$ cat src/rtl/ram_ctrl_pkg.sv
// rtl/ram_ctrl_pkg.sv - shared widths and FSM state encoding for the RAM access controller
package ram_ctrl_pkg;

    localparam int ADDR_W = 7;
    localparam int DATA_W = 16;

    typedef enum logic [2:0] {
        IDLE    = 3'd0,
        SETUP   = 3'd1,
        STROBE  = 3'd2,
        HOLD    = 3'd3,
        VSTROBE = 3'd4,
        VHOLD   = 3'd5
    } state_t;

endpackage

$ cat src/rtl/ram_access_ctrl.sv
// rtl/ram_access_ctrl.sv - single-port 128x16 async SRAM access sequencer (optional write-verify via RAM_ACCESS_CTRL_VERIFY_EN)
module ram_access_ctrl
    import ram_ctrl_pkg::*;
#(
    parameter int PULSE_CYC = 2
) (
    input  logic              clk,
    input  logic              rst_n,
    input  logic              req_valid,
    output logic              req_ready,
    input  logic              req_wr,
    input  logic [ADDR_W-1:0] req_addr,
    input  logic [DATA_W-1:0] req_wdata,
    output logic              rsp_valid,
    output logic [DATA_W-1:0] rsp_rdata,
    output logic              rsp_err,
    output logic [ADDR_W-1:0] ram_adrs,
    output logic [DATA_W-1:0] ram_din,
    output logic              ram_ce_n,
    output logic              ram_we_n,
    output logic              ram_oe_n,
    input  logic [DATA_W-1:0] ram_dout
);

    state_t     state;
    logic [3:0] cnt;
    logic       wr_q;

`ifdef RAM_ACCESS_CTRL_VERIFY_EN
    logic err_q;
    assign rsp_err = err_q;
`else
    assign rsp_err = 1'b0;
`endif

    // Access sequencer: all strobes and response outputs are registered and set on the transition into each state
    always_ff @(posedge clk or negedge rst_n) begin
        if (!rst_n) begin
            state     <= IDLE;
            cnt       <= 4'd0;
            wr_q      <= 1'b0;
            req_ready <= 1'b0;
            rsp_valid <= 1'b0;
            rsp_rdata <= '0;
            ram_adrs  <= '0;
            ram_din   <= '0;
            ram_ce_n  <= 1'b1;
            ram_we_n  <= 1'b1;
            ram_oe_n  <= 1'b1;
`ifdef RAM_ACCESS_CTRL_VERIFY_EN
            err_q     <= 1'b0;
`endif
        end else begin
            rsp_valid <= 1'b0;
            case (state)
                IDLE: begin
                    ram_ce_n <= 1'b1;
                    ram_we_n <= 1'b1;
                    ram_oe_n <= 1'b1;
                    if (req_valid && req_ready) begin
                        state     <= SETUP;
                        wr_q      <= req_wr;
                        ram_adrs  <= req_addr;
                        ram_din   <= req_wdata;
                        ram_ce_n  <= 1'b0;
                        req_ready <= 1'b0;
                    end else begin
                        req_ready <= 1'b1;
                    end
                end
                SETUP: begin
                    state    <= STROBE;
                    cnt      <= 4'(PULSE_CYC - 1);
                    ram_we_n <= !wr_q;
                    ram_oe_n <= wr_q;
                end
                STROBE: begin
                    if (cnt == 4'd0) begin
                        state     <= HOLD;
                        ram_we_n  <= 1'b1;
                        ram_oe_n  <= 1'b1;
                        rsp_rdata <= wr_q ? '0 : ram_dout;
`ifdef RAM_ACCESS_CTRL_VERIFY_EN
                        // a write answers only after read-back
                        rsp_valid <= !wr_q;
                        err_q     <= 1'b0;
`else
                        rsp_valid <= 1'b1;
`endif
                    end else begin
                        cnt <= cnt - 4'd1;
                    end
                end
                HOLD: begin
`ifdef RAM_ACCESS_CTRL_VERIFY_EN
                    if (wr_q) begin
                        // counter starts one above the pulse length: first VSTROBE cycle is a write-to-read turnaround with oe_n high
                        state <= VSTROBE;
                        cnt   <= 4'(PULSE_CYC);
                    end else begin
                        state     <= IDLE;
                        ram_ce_n  <= 1'b1;
                        req_ready <= 1'b1;
                    end
`else
                    state     <= IDLE;
                    ram_ce_n  <= 1'b1;
                    req_ready <= 1'b1;
`endif
                end
`ifdef RAM_ACCESS_CTRL_VERIFY_EN
                VSTROBE: begin
                    if (cnt == 4'd0) begin
                        state     <= VHOLD;
                        ram_oe_n  <= 1'b1;
                        err_q     <= (ram_dout != ram_din);
                        rsp_valid <= 1'b1;
                    end else begin
                        cnt      <= cnt - 4'd1;
                        ram_oe_n <= 1'b0;
                    end
                end
                VHOLD: begin
                    state     <= IDLE;
                    ram_ce_n  <= 1'b1;
                    req_ready <= 1'b1;
                end
`endif
                default: begin
                    state     <= IDLE;
                    ram_ce_n  <= 1'b1;
                    ram_we_n  <= 1'b1;
                    ram_oe_n  <= 1'b1;
                    req_ready <= 1'b1;
                end
            endcase
        end
    end

endmodule

$ cat config.mk
export PLATFORM = sky130hd
export DESIGN_NAME = ram_access_ctrl
export DESIGN_NICKNAME = d
export VERILOG_FILES = /design/src/rtl/ram_ctrl_pkg.sv /design/src/rtl/ram_access_ctrl.sv
export SDC_FILE = /design/constraint.sdc
export NUM_CORES = 1
export LEC_CHECK = 0
export CAP_MARGIN = 25
export CELL_PAD_IN_SITES_DETAIL_PLACEMENT = 1
export CELL_PAD_IN_SITES_GLOBAL_PLACEMENT = 1
export CORE_ASPECT_RATIO = 0.7
export CORE_UTILIZATION = 33
export DETAILED_ROUTE_END_ITERATION = 6
export PLACE_DENSITY_LB_ADDON = 0.1
export RECOVER_POWER = 100
export SKIP_LAST_GASP = 1
export SYNTH_ARGS = -nofsm -noshare
export SYNTH_HDL_FRONTEND = slang
export SYNTH_SLANG_ARGS = --single-unit
$ cat constraint.sdc
create_clock -name clk -period 1.9 [get_ports clk]
set_clock_uncertainty 0.05 [all_clocks]
set_input_delay 0.19 -clock clk [delete_from_list [all_inputs] [get_ports clk]]
set_output_delay 0.19 -clock clk [all_outputs]
set_load 0.05 [all_outputs]
==> flow_metrics.py, run 1 <==
metrics = {
    "global_route": {
        "grt_max_degree": 28,
        "antenna_found_initial": 0,
        "grt_usage_pct": 16.2,
        "grt_pass1_vias": 1635,
        "globalRoute.totalOverflow": 0,
        "grt_pass1_wl_um": 8470,
    },
    "final_layout": {
        "syn2layout_area_growth_pct": 47.6,
        "diodes": 0,
        "finalNetCount": 317,
        "multi_input_area_um2": 803,
        "nFillCells": 685,
        "finalInstanceArea_mm2": 0.00320,
        "drive_above_1_share_pct": 17.8,
        "regArea_mm2": 0.00128,
    },
    "critical_path": {
        "worstPathRequired_ns": 1.66,
        "max_stage_delay_ns": 0.90,
        "reg2reg_from": "cnt[0]",
        "reg2regPathDepth": 5,
        "crit_end": "rsp_rdata[8]",
        "critPathMaxFanout": 2,
        "crit_path_start": "rsp_rdata[8]",
        "slowest_stage": "dlygate4sd3_1",
        "r2r_end": "state[1]",
        "arrival_ns": 1.56,
        "reg2reg_setup_slack_ns": 0.11,
        "cp_num_buf_inv": 1,
        "path_depth": 1,
        "cpLargestDelayFamily": "buffers and inverters",
        "endpoint_kind": "output pin",
        "worstSetupStartpointType": "flip-flop",
        "worstSetupPathType": "flip-flop to output pin",
        "path_cells": "dlygate4sd3_1",
    },
    "routing": {
        "wl_per_cell_um": 14.4,
        "dr.pass1.iters": 3,
        "via_per_inst": 4.65,
        "top_layer": "met4",
        "vias": 1613,
        "wl_met3_um": 260,
        "drc": 0,
        "antenna_left": 0,
        "drt_iter0_markers": 17,
        "wirelength_um": 5010,
        "met1_length_um": 2370,
        "wl_met2_um": 2280,
    },
    "timing": {
        "fin_setup_tns_ns": 0,
        "worst_pin_slew_ns": 0.770,
        "fin_crit_ns": 1.80,
        "slew_headroom_pct": 48.7,
        "setup_slack_ns": 0.0954,
        "slew_violations": 0,
        "hold_viol": 0,
        "fmax_ghz": 0.554,
        "setup_viol": 0,
        "rsz0062_at_grt": "no",
        "min_period_over_period_pct": 95.0,
    },
    "synthesis": {
        "synth_top_area_cell": "dfrtp_1",
        "yosys_most_used_dff": "dfrtp_1",
        "netlist_area_mm2": 0.00217,
        "syn_area_per_cell_um2": 12.2,
        "ys_ff_latch": 51,
        "synth_top_area_share_pct": 55.3,
        "yosys-top-cells-area": "dfrtp_1 (55%), mux2_2 (13%), nand2b_1 (4.9%)",
        "yosys_warnings": 0,
        "synth.most_common_cell": "dfrtp_1",
        "netlist_instances": 178,
        "synth_nets": 227,
        "netlist-cell-type-count": 31,
        "synth_edf_count": 0,
        "synthTopCellsByCount": "dfrtp_1 (48), mux2_2 (26), nand2_1 (19), nand2b_1 (17), o21ai_0 (13)",
        "synth-seq-area-share_pct": 59.0,
        "synthArstFlopShare_pct": 100,
    },
    "outcome": {
        "run_status": "complete, no violations",
    },
    "clock_tree": {
        "cts_tree": "done",
        "clock-sinks": 51,
        "clkTransAtPathRegs_ns": 0.10,
        "cts.path.max_buffers": 2,
        "htree_levels": 2,
        "clk_latency_ns": 0.31,
        "clock-root-buffer": "clkbuf_8",
        "ctsResizeCount": 0,
        "cts_buffers": 5,
    },
    "power_and_ir_drop": {
        "ir_drop_v": 0.000798,
        "powerDensity_mw_per_mm2": 1880,
        "p_total_mw": 6.03,
        "p_leak_nw": 1.43,
    },
    "placed_design": {
        "io_buffers": 86,
        "dp_hpwl_um": 3720,
        "place_ws_ns": 0.0590,
        "place_area_mm2": 0.00312,
        "gp_congestion": 0.697,
    },
    "floorplanning": {
        "die_y_um": 69.9,
        "die-area_mm2": 0.00691,
        "die_w_um": 98.9,
        "ioPinCount": 88,
        "num_rows": 24,
        "initial_core_util_pct": 34.6,
        "core_area_mm2": 0.00628,
    },
    "hold_path": {
        "hold_path.class": "primary input to asynchronous set/reset pin",
    },
    "job": {
        "maxCapViolations": 0,
    },
}
==> through the flow <==
step	hold WS (ns)	utilization, %	instances
6_report	0.338	51.0	347
5_1_grt	0.376	51.0	347
4_1_cts	0.351	51.4	346
3_5_place_dp	0.155	49.7	337
3_3_place_gp	0.156	49.7	337
2_1_floorplan	-0.156	-	178
==> flip-flops by register name, summed over array words and instances (netlist names) <==
signal     flops
ram_din       16
ram_we_n       1
rsp_rdata     16
wr_q           1
state          2
cnt            4
rsp_valid      1
ram_oe_n       1
ram_ce_n       1
ram_adrs       7
req_ready      1
==> repair_timing <==
| item | in CTS | in global routing |
|---|---|---|
| hold buffers | 1 | 0 |
| setup endpoints to repair | 0 | 1 |
| buffers inserted | 0 | 1 |
| endpoints found under the hold margin | 22 | 0 |
==> worst min path at each step <==
stage,from,to,slack [ns]
CTS,rst_n,rsp_rdata[6],0.35
global placement,rst_n,rsp_rdata[2],0.16
detailed placement,rst_n,rsp_rdata[2],0.15
floorplan,rst_n,cnt[0],-0.16
global route,rst_n,rsp_rdata[2],0.38
finish,rst_n,rsp_rdata[2],0.34
==> cell families (layout without fill, tap and decap cells) <==
kind of cell               after synthesis  count (layout)  synth area share (%)
DFF                                     51              51                  59.0
and+or+nand+nor                         44              44                  11.2
AOI/OAI and AO/OA                       29              29                  8.24
muxes                                   27              27                  14.0
buffers and inverters                   20             111                  3.92
adders and majority gates                6               6                  3.46
other                                    1               1                 0.173
==> cell usage in the layout (no fill, tap or decap), types with 2 or more instances in the layout <==
master,n
dfrtp_1,48
clkdlybuf4s50_1,42
dlygate4sd3_1,41
mux2_2,26
nand2_1,19
nand2b_1,17
o21ai_0,17
inv_1,10
ha_1,6
clkbuf_8,6
clkbuf_1,4
a21oi_1,3
buf_4,3
dfstp_2,3
a31oi_1,2
==> worst register-to-register path, delay by kind of cell, from the launching register on <==
family                   cells  cell delay (ns)
adder cells (fa/ha/maj)      1             0.20
AO/OA/AOI/OAI                1             0.19
buffers and inverters        1             0.07
AND/OR/NAND/NOR              1             0.42
multiplexers                 1             0.34
flip-flops                   1             0.41
==> power by group <==
group	switching (mW)	internal, mW	leakage [nW]	total, mW
registers	0.272	1.58	0.619	1.85
logic	2.28	1.22	0.762	3.50
clock network	0.378	0.298	0.0474	0.676
==> per-layer routing <==
| layer | up-vias | GRT usage, % |
|---|---|---|
| li1 | 782 | - |
| met1 | 775 | 21.3 |
| met2 | 49 | 25.2 |
| met3 | 7 | 4.10 |
| met4 | 0 | 7.46 |
| met5 | - | 0 |
==> area by class of cell <==
| type | count | share of cell area, % |
|---|---|---|
| multi-input cells | 107 | 25.1 |
| clock buffers | 6 | 2.58 |
| well taps | 78 | 3.05 |
| flip-flops and latches | 51 | 40.0 |
| clock inverters | 2 | 0.508 |
| inverters | 10 | 1.17 |
| repair buffers | 93 | 27.7 |
(Power assumes the default switching activity.)
==> inputs of run 2 (changes only) <==
ABC_CLOCK_PERIOD_IN_PS = 1900   (was unset)
GPL_ROUTABILITY_DRIVEN = 1   (was unset)
==> results of run 2 <==
The final DEF is identical to that of run 1; final timing and power are the same.
==> patch 1 (settings of run 1) <==
The option `RAM_ACCESS_CTRL_VERIFY_EN` is turned on by a define.
--- a/src/rtl/ram_access_ctrl.sv
+++ b/src/rtl/ram_access_ctrl.sv
@@ -1,3 +1,5 @@
 // rtl/ram_access_ctrl.sv - single-port 128x16 async SRAM access sequencer (optional write-verify via RAM_ACCESS_CTRL_VERIFY_EN)
+`define RAM_ACCESS_CTRL_VERIFY_EN
+
 module ram_access_ctrl
     import ram_ctrl_pkg::*;
Function: changed (Yosys sat finds a counterexample within 10 cycles, from zero or initial values and one cycle with rst_n low).
==> patch 1 against run 1 <==
Synthesized cell count is 30% higher; setup slack worse by 0.029 ns; die area is 16% higher; power is 24% higher; core utilization is 1.4 points lower; maximum frequency is 1.6% lower; area after synthesis is 17% higher; routed wire length is 35% higher; final area is 14% higher; sequential cell count is 2 higher.
==> patch 1: results (changes against run 1) <==
[final_layout]
fillers=822  ; was 685
clk_share_pct=3.29  ; was 3.09%
seq_share_pct=36.4  ; was 40.0%
num-multi-input-gates=161  ; was 107
buffer_area_share_pct=25.9  ; was 27.7%
layout.nets=373  ; was 317
nNonClkInverters=7  ; was 10
n_all_buffers=101  ; was 93
multi_input_area_share_pct=30.3  ; was 25.1%
syn_to_final_growth_pct=44.4  ; was 47.6%

[yosys]
synth-seq-area-share_pct=52.6  ; was 59.0%
synth.area.mux_share_pct=11.6  ; was 14.0%
yosys.cell_types.count=39  ; was 31
syn_nets=276  ; was 227
synth-xor-area-share_pct=5.89  ; was 0%
synth_area_leaders=dfrtp_1 (49%), mux2_2 (12%), xnor2_1 (5.9%), nand2b_1 (4.7%), nand2_1 (4.0%)  ; was dfrtp_1 (55%), mux2_2 (13%), nand2b_1 (4.9%), dfstp_2 (3.6%), ha_1 (3.5%)
synthAdderAreaFrac_pct=0.495  ; was 3.46%
synth_compound_area_share_pct=9.55  ; was 8.24%
yosys-top-cells-count=dfrtp_1 (50), nand2_1 (27), mux2_2 (26), nand2b_1 (19)  ; was dfrtp_1 (48), mux2_2 (26), nand2_1 (19), nand2b_1 (17), o21ai_0 (13)
syn-cell-area_um2=2530  ; was 2170 µm²
syn_inst=232  ; was 178

[setup_path]
critical_path.startpoint=ram_din[0]  ; was rsp_rdata[8]
crit_fanout=3  ; was 2
reg2reg_from=state[1]  ; was cnt[0]
r2r_end=cnt[3]  ; was state[1]
endpoint=ram_din[0]  ; was rsp_rdata[8]
ff2ff_path_depth=4  ; was 5
crit_slowest_cell=dlygate4sd3_1  ; unchanged
worst-r2r-setup-slack_ns=0.14  ; was 0.11 ns

[drt]
drt-vias-per-instance=4.78  ; was 4.65
first_iter_violations=53  ; was 17
firstDrtPassIters=4  ; was 3
routed_wl_um=6760  ; was 5010 µm
routedWlPerCell_um=15.8  ; was 14.4 µm

[power]
clkPwrFrac_pct=11.1
switching_share_pct=49.3  ; was 48.6%
p_comb_mw=4.54  ; was 3.50 mW
p_int_mw=3.80  ; was 3.10 mW
power.leakage_nw=1.53  ; was 1.43 nW
peakVddDrop_mv=0.840  ; was 0.798 mV

[run_status]
status=finished, final reports clean  ; unchanged

[grt]
grt_pass1_wl_um=10800  ; was 8470 µm
grt_max_degree=35  ; was 28
track_usage_pct=18.0  ; was 16.2%

[worst_hold_path]
min_path_cells=2
hold_path.class=register to register  ; was input port to async pin

[timing]
tightest_slew_ns=1.31  ; was 0.770 ns
hold_slack_ns=0.429  ; was 0.338 ns

[placement]
pre_cts_ws_ns=0.0953  ; was 0.0590 ns
dp_hpwl_um=5120  ; was 3720 µm
globalplace.congestion=0.756  ; was 0.697
dpl_cell_area_um2=3570  ; was 3120 µm²

[clock_network]
clk_pin_slew_ns=0.10  ; about the same

patch 1: changes by cell type in the layout (fill, tap and decap cells not counted), moves of 3 or more:
cell,run 1,this run
xnor2_1,0,17
clkdlybuf4s50_1,42,56
dlygate4sd3_1,41,27
nand2_1,19,27
nor2_1,1,7
a21oi_1,3,8
buf_4,3,8
ha_1,6,1
nand4_1,0,4
o21ai_0,17,21
or4_1,0,4
clkbuf_1,4,7
inv_1,10,7
patch 1: worst reg2reg max path: cells and delay by family (launching register included):
family,cells,cell delay [ns]
compound gates,2,0.25
flops,1,0.49
simple gates,2,0.89
patch 1: per-layer routing:
metal | share of wire (%) | global-route usage, % | wire length (µm)
met1 | 50 | 25.1 | 3360
met2 | 43 | 27.1 | 2880
met4 | 0.78 | 4.11 | 53
met5 | 0 | 0 | 0
met3 | 6.8 | 6.15 | 461
patch 1: repair_timing:
item,in CTS,in global routing
endpoints found under the setup margin,0,1
hold buffers,1,0
endpoints found under the hold margin,18,0
gates resized for setup,0,2
==> patch 2 (settings of run 1) <==
Without the edit above. Reset style: synchronous (`rst_n`), changed in one clocked block. Comments in the files are not updated.
--- a/src/rtl/ram_access_ctrl.sv
+++ b/src/rtl/ram_access_ctrl.sv
@@ -35,5 +35,5 @@
 
     // Access sequencer: all strobes and response outputs are registered and set on the transition into each state
-    always_ff @(posedge clk or negedge rst_n) begin
+    always_ff @(posedge clk) begin
         if (!rst_n) begin
             state     <= IDLE;
Behaviour: differs if rst_n is asserted again (counterexample within 4 cycles, from zero or initial values and one cycle with rst_n low); with rst_n held inactive, the same outputs for 10 cycles.
==> patch 2 against run 1 <==
Final area is 4.8% lower; sequential cell count stayed put; global-route usage up 2.2 points; hold slack better by 0.048 ns; routed wire length grew 5.5%; area after synthesis down 7.8%; setup slack better by 0.019 ns; critical endpoint is now rsp_rdata[11]; highest routed layer unchanged.
Power is not compared: it rests on default switching activity, and its combinational part moved more than twofold at a synthesized area within 25%.
==> patch 2: results (changes against run 1) <==
[final_layout]
num-multi-input-gates=140  ; was 107
buffer_area_share_pct=30.4  ; was 27.7%
multi_input_area_um2=898  ; was 803 µm²
post-route-util_pct=52.7  ; was 51.0%
seq_share_pct=33.5  ; was 40.0%
fin_cells=372  ; was 347
nNonClkInverters=6  ; was 10
antenna_cells=0  ; unchanged
layout.nets=346  ; was 317
clk_share_pct=2.87  ; was 3.09%
drive_gt1_share_pct=9.76  ; was 17.8%
fillers=676  ; was 685

[worst_hold_path]
min-delay-start=req_addr[1]
hold_path.class=input port to register  ; was input port to async pin

[yosys]
synth_largest_area_cell=dfxtp_1  ; was dfrtp_1
synthAdderAreaFrac_pct=3.75  ; was 3.46%
synth-seq-area-share_pct=51.0  ; was 59.0%
synth_compound_area_share_pct=21.4  ; was 8.24%
yosys.cell_types.count=36  ; was 31
yosys-top-cells-count=nand2_1 (55), dfxtp_1 (51), a21boi_0 (26), a22o_2 (10), clkbuf_1 (9)  ; was dfrtp_1 (48), mux2_2 (26), nand2_1 (19), nand2b_1 (17), o21ai_0 (13)
async_flop_share_pct=0  ; was 100%
syn_nets=260  ; was 227
synth.area.mux_share_pct=2.06  ; was 14.0%

[timing]
hold_slack_ns=0.387  ; was 0.338 ns
tightest_slew_ns=0.548  ; was 0.770 ns

[run_status]
status=finished, final reports clean  ; unchanged

[drt]
wirelength_met1_um=2480  ; was 2370 µm
firstDrtPassIters=4  ; was 3
drt-vias-per-instance=4.75  ; was 4.65
first_iter_violations=40  ; was 17
route.met3.wl_um=438  ; was 260 µm
routedWlPerCell_um=14.2  ; was 14.4 µm

[placement]
dpl_cell_area_um2=2970  ; was 3120 µm²
globalplace.congestion=0.725  ; was 0.697
pre_cts_ws_ns=0.0652  ; was 0.0590 ns

[grt]
grt_pass1_wl_um=8800  ; was 8470 µm
use_met3_pct=7.66  ; was 4.10%
track_usage_pct=18.4  ; was 16.2%
grt_use_met2_pct=29.3  ; was 25.2%
grt_use_met1_pct=22.3  ; was 21.3%
grt_pass1_vias=1842  ; was 1635
grt_max_degree=25  ; was 28

[clock_network]
cts_buffers=5  ; unchanged
ctsResizeCount=0  ; unchanged

[floorplan]
core_area_um2=5780  ; was 6280 µm²

[setup_path]
reg2reg_from=cnt[0]  ; unchanged
r2r_end=ram_we_n  ; was state[1]

patch 2: changes by cell type after synthesis, sizes merged, moves of 16 or more:
cell	run 1	this run
dfxtp	0	51
a21boi	0	27
a22o	0	17
mux2	27	1
dfrtp	48	0
nand2	19	55
nand2b	17	1
patch 2: worst register-to-register path: cells and delay by family, from the launching register on:
kind	cells	cell delay (ns)
flops	1	0.35
mux	1	0.35
buf+inv	1	0.07
compound gates	1	0.20
simple gates	1	0.45
fa+ha+maj	1	0.21
patch 2: how the worst max path moves through the flow:
| stage | start | to | slack [ns] | cells past startpoint |
|---|---|---|---|---|
| 2_1_floorplan | cnt[0] | ram_we_n | 0.19 | 5 |
| 3_3_place_gp | cnt[0] | ram_we_n | 0.13 | 5 |
| 3_5_place_dp | cnt[0] | ram_we_n | 0.07 | 5 |
| 4_1_cts | cnt[0] | ram_we_n | 0.04 | 5 |
| 5_1_grt | cnt[0] | ram_we_n | 0.03 | 5 |
| 6_report | rsp_rdata[11] | rsp_rdata[11] | 0.11 | 1 |
